==> src/rtl/regfile_write_port_arbiter.sv <==
// Round-robin arbiter sharing the register-file write port between ALU writeback and load return.
// Optional XZR_DROP_EN: accepted writes to register 31 handshake normally but never assert reg_write.
module regfile_write_port_arbiter #(
   parameter int unsigned DATA_WIDTH = 64,
   parameter int unsigned ADDR_WIDTH = 5,
   parameter int unsigned CNT_WIDTH  = 16
) (
   input  logic                  clk,
   input  logic                  reset_n,
   input  logic                  alu_valid,
   input  logic [ADDR_WIDTH-1:0] alu_addr,
   input  logic [DATA_WIDTH-1:0] alu_data,
   output logic                  alu_ready,
   input  logic                  mem_valid,
   input  logic [ADDR_WIDTH-1:0] mem_addr,
   input  logic [DATA_WIDTH-1:0] mem_data,
   output logic                  mem_ready,
   output logic                  reg_write,
   output logic [ADDR_WIDTH-1:0] write_reg_address,
   output logic [DATA_WIDTH-1:0] data,
   output logic                  last_grant,
   output logic [CNT_WIDTH-1:0]  contention_count
);

   localparam logic [CNT_WIDTH-1:0] CNT_MAX = '1;
`ifdef XZR_DROP_EN
   localparam logic [ADDR_WIDTH-1:0] XZR_ADDR = ADDR_WIDTH'(31);
`endif

   logic                  rr_ptr;
   logic                  alu_grant;
   logic                  mem_grant;
   logic                  both_valid;
   logic                  wr_en;
   logic [ADDR_WIDTH-1:0] sel_addr;
   logic [DATA_WIDTH-1:0] sel_data;

   // Grant decode: rr_ptr only matters when both requesters are valid.
   always_comb begin
      both_valid = alu_valid && mem_valid;
      alu_grant  = reset_n && alu_valid && (!mem_valid || !rr_ptr);
      mem_grant  = reset_n && mem_valid && (!alu_valid || rr_ptr);
      sel_addr   = mem_grant ? mem_addr : alu_addr;
      sel_data   = mem_grant ? mem_data : alu_data;
`ifdef XZR_DROP_EN
      wr_en      = (alu_grant || mem_grant) && (sel_addr != XZR_ADDR);
`else
      wr_en      = alu_grant || mem_grant;
`endif
   end

   assign alu_ready = alu_grant;
   assign mem_ready = mem_grant;

   always_ff @(posedge clk) begin
      if (!reset_n) begin
         reg_write         <= 1'b0;
         write_reg_address <= '0;
         data              <= '0;
         last_grant        <= 1'b0;
         rr_ptr            <= 1'b0;
         contention_count  <= '0;
      end else begin
         reg_write <= wr_en;
         if (alu_grant || mem_grant) begin
            write_reg_address <= sel_addr;
            data              <= sel_data;
            last_grant        <= mem_grant;
            rr_ptr            <= alu_grant;
         end
         if (both_valid && (contention_count != CNT_MAX))
            contention_count <= contention_count + CNT_WIDTH'(1);
      end
   end

endmodule
==> config.mk <==
export PLATFORM = sky130hd
export DESIGN_NAME = regfile_write_port_arbiter
export DESIGN_NICKNAME = d
export VERILOG_FILES = /design/src/rtl/regfile_write_port_arbiter.sv
export SDC_FILE = /design/constraint.sdc
export NUM_CORES = 1
export LEC_CHECK = 0
export CORE_MARGIN = 3
export CORE_UTILIZATION = 34
export CTS_CLUSTER_SIZE = 28
export DETAILED_ROUTE_END_ITERATION = 8
export PLACE_DENSITY = 0.74
export SLEW_MARGIN = 0
export SYNTH_ARGS = -nofsm -noshare
export SYNTH_HDL_FRONTEND = slang
export SYNTH_SLANG_ARGS = --single-unit
==> constraint.sdc <==
create_clock -name clk -period 2 [get_ports clk]
set_clock_uncertainty 0.15 [all_clocks]
set_input_delay 0.6 -clock clk [delete_from_list [all_inputs] [get_ports clk]]
set_output_delay 0.6 -clock clk [all_outputs]
set_load 0.02 [all_outputs]
==> flow_summary.toml <==
[outcome]
outcome = "completed"

[detailed_routing]
vias = 4129
routedWlPerCell_um = 16.7
drt_iter0_markers = 190
remaining_drc_errors = 0
dr.pass1.iters = 5
via_per_inst = 5.08
ant_nets = 0
drt_wl_total_mm = 13.5

[power]
powerDensity_nw_per_um2 = 683
pwr-share-seq = 0.406
power_frac_clock = 0.382
p_leak_uw = 0.00294
netSwitchingFraction = 0.252
comb_power_share = 0.212
ir_worst_vdd_mv = 0.394
p_int_uw = 3570
p_switching_uw = 1200

[clock_network]
clockBufferDepth = 2
clock_latency_ps = 330
cts-buffers-inserted = 9
path_clk_slew_ps = 60
htree_levels = 3
clkSinkCount = 88
root_buffer = "clkbuf_16"
cts_tree = "yes"

[finish]
drive_above_1_share = 0.143
stdcell_count = 813
diodes = 0
syn_to_final_growth_pct = 79.6
fin_nets = 812

[die]
num_rows = 38
coreArea_sq_um = 11000
dieArea_sq_um = 12800
ios = 231
chipWidth_um = 113
die_y_um = 113
initial_core_util = 0.353

[place]
post-place-cells = 792
globalplace.congestion = 0.834
hpwl_mm = 9.77
portBuffers = 230

[global_routing]
antenna_found_initial = 0
grtUsageTotal = 0.203
gr-total-overflow = 0
grt_pass1_vias = 4237
grt_max_degree = 101
grt_first_pass_wirelength_mm = 21.1

[timing]
tightest_slew_ps = 444
hold_violations = 0
slew_viol_final = 0
slew_headroom = 0.704
period_needed_ps = 1990
fmax_ghz = 0.502
tns_ps = 0
min_period_over_period = 0.996
finalSetupViolCount = 0
rsz0062_at_grt = "yes"

[hold_path]
worstHoldStart = "last_grant"
min_path_type = "flip-flop to flip-flop"

[synthesis]
synth_seq_cells = 88
syn_nets = 559
seq_area_frac_synth = 0.453
netlist_instances = 416
yosysUniqueCellTypes = 29
postSynthAreaPerCell_sq_um = 9.35
ys_warn_count = 0
syn-cell-area_sq_um = 3890

[worst_setup_path]
crit_path_start = "alu_valid"
worstSetupStartpointType = "input pin"
crit_fanout = 6
critical_path.cell_chain = "clkdlybuf4s15_2 -> buf_4 -> and2_1 -> o41ai_4 -> buf_4 -> buf_6 -> or4_1 -> a21oi_1"
crit_top_cell = "buf_4"
worst_path_dominant_cell_family = "simple AND/OR/NAND/NOR gates"
critPathArrivalTime_ps = 2100
critPathCaptureType = "flip-flop"
critPathKind = "input pin to flip-flop"
path_buf_inv = 4
timing.rr.start = "contention_count[4]"
cp_slowest_cell = "or4_1"
crit_required_ps = 2110
crit_path_max_incr_delay_ps = 400

[job]
max_cap_violations = 0
==> routing by layer <==
metal  track usage  share of wire
met5             0              0
met4        0.0681          0.022
met3        0.0610          0.061
met1         0.228           0.40
met2         0.365           0.51
==> Yosys cell counts, drive strengths merged <==
master	count	area, sq um
buf	9	43.8
ha	1	12.5
nor2	71	267
or4	9	71.3
nand2	9	33.8
inv	6	22.5
nand3	4	20.0
nand4	5	37.5
mux2i	71	711
a21oi	15	75.1
or3	4	26.3
nand2b	4	25.0
xor2	1	8.76
nor4	2	12.5
nor3	1	5.00
o41ai	1	8.76
or3b	1	8.76
and2	1	6.26
or2	3	18.8
a211oi	69	518
o21ai	7	35.0
and4	1	8.76
clkbuf	25	93.8
dfxtp	88	1760
o31ai	8	60.1
==> power by group through the flow <==
stage / Combinational, uW / Sequential, uW / Clock [uW]
2_1_floorplan: 306 / 2130 / 0
3_3_place_gp: 1070 / 1970 / 0
3_5_place_dp: 1080 / 1980 / 0
4_1_cts: 1010 / 1940 / 1880
5_1_grt: 1080 / 1950 / 1940
6_report: 1010 / 1940 / 1830
==> cell usage in the layout, fill, tap and decap left out, drive strengths merged <==
cell type | netlist | final
a21oi | 15 | 15
clkbuf | 25 | 12
clkinv | 0 | 1
mux2i | 71 | 71
or3b | 1 | 1
clkdlybuf4s15 | 0 | 3
bufinv | 0 | 2
and4 | 1 | 1
dfxtp | 88 | 88
and2 | 1 | 1
nand2b | 4 | 4
o41ai | 1 | 1
nor4 | 2 | 2
ha | 1 | 1
dlygate4sd2 | 0 | 87
buf | 9 | 48
xor2 | 1 | 1
or3 | 4 | 4
nor3 | 1 | 1
o31ai | 8 | 8
o21ai | 7 | 7
or4 | 9 | 9
nand3 | 4 | 4
a211oi | 69 | 69
clkdlybuf4s50 | 0 | 138
or2 | 3 | 3
nand4 | 5 | 5
inv | 6 | 6
nor2 | 71 | 71
nand2 | 9 | 9
==> through the flow <==
step	setup WS (ps)	total power (uW)	hold slack (ps)	cell area [sq um]	utilization
floorplan	-3.94	2430	308	3920	-
global placement	-713	3040	296	6610	0.599
detailed placement	-746	3060	306	6610	0.599
CTS	0.325	4830	315	6890	0.625
global route	-31.6	4970	342	6990	0.634
finish	7.98	4770	306	6990	0.634
==> sequential cells by signal, summed over array words and instances, names as in the netlist <==
| register | flops |
|---|---|
| contention_count | 16 |
| data | 64 |
| last_grant | 1 |
| reg_write | 1 |
| rr_ptr | 1 |
| write_reg_address | 5 |
==> worst reg2reg max path, delay by kind of cell (launching register included) <==
kind / cells / cell delay (ps)
compound gates: 1 / 110
buf+inv: 1 / 130
flops: 1 / 360
simple gates: 3 / 1160
==> area by class of cell <==
class                   instances  area (sq um)
flip-flops and latches         88          1780
clock buffers                  12           256
clock inverters                 3          65.1
fillers                       935          4040
multi-input cells             288          2080
repair buffers                276          2610
well taps                     140           175
inverters                       6          22.5
==> path summary, 6_finish.rpt <==
| kind | cells after the start | slack [ps] | endpoint |
|---|---|---|---|
| worst max-delay path | 8 | 8 | contention_count[6] |
| worst min-delay path | 2 | 310 | last_grant |
| worst max register to register | 5 | 30 | contention_count[14] |
| worst min register to register | 2 | 310 | last_grant |
==> repair_timing <==
| item | in CTS | in global routing |
|---|---|---|
| gates resized for setup | 114 | 20 |
| endpoints found under the setup margin | 172 | 22 |
| buffers inserted | 2 | 4 |
| hold buffers | 0 | 0 |
| pin swaps | 4 | 8 |
==> kinds of logic (layout without fill, tap and decap cells) <==
| family | count (synthesis) | count (layout) | synth area share |
|---|---|---|---|
| buffers and inverters | 40 | 297 | 0.0412 |
| flip-flops | 88 | 88 | 0.453 |
| XOR/XNOR | 1 | 1 | 0.00225 |
| adder cells (fa/ha/maj) | 1 | 1 | 0.00321 |
| AO/OA/AOI/OAI | 100 | 100 | 0.179 |
| AND/OR/NAND/NOR | 115 | 115 | 0.139 |
| multiplexers | 71 | 71 | 0.183 |
Power figures use the tool's default switching activity.
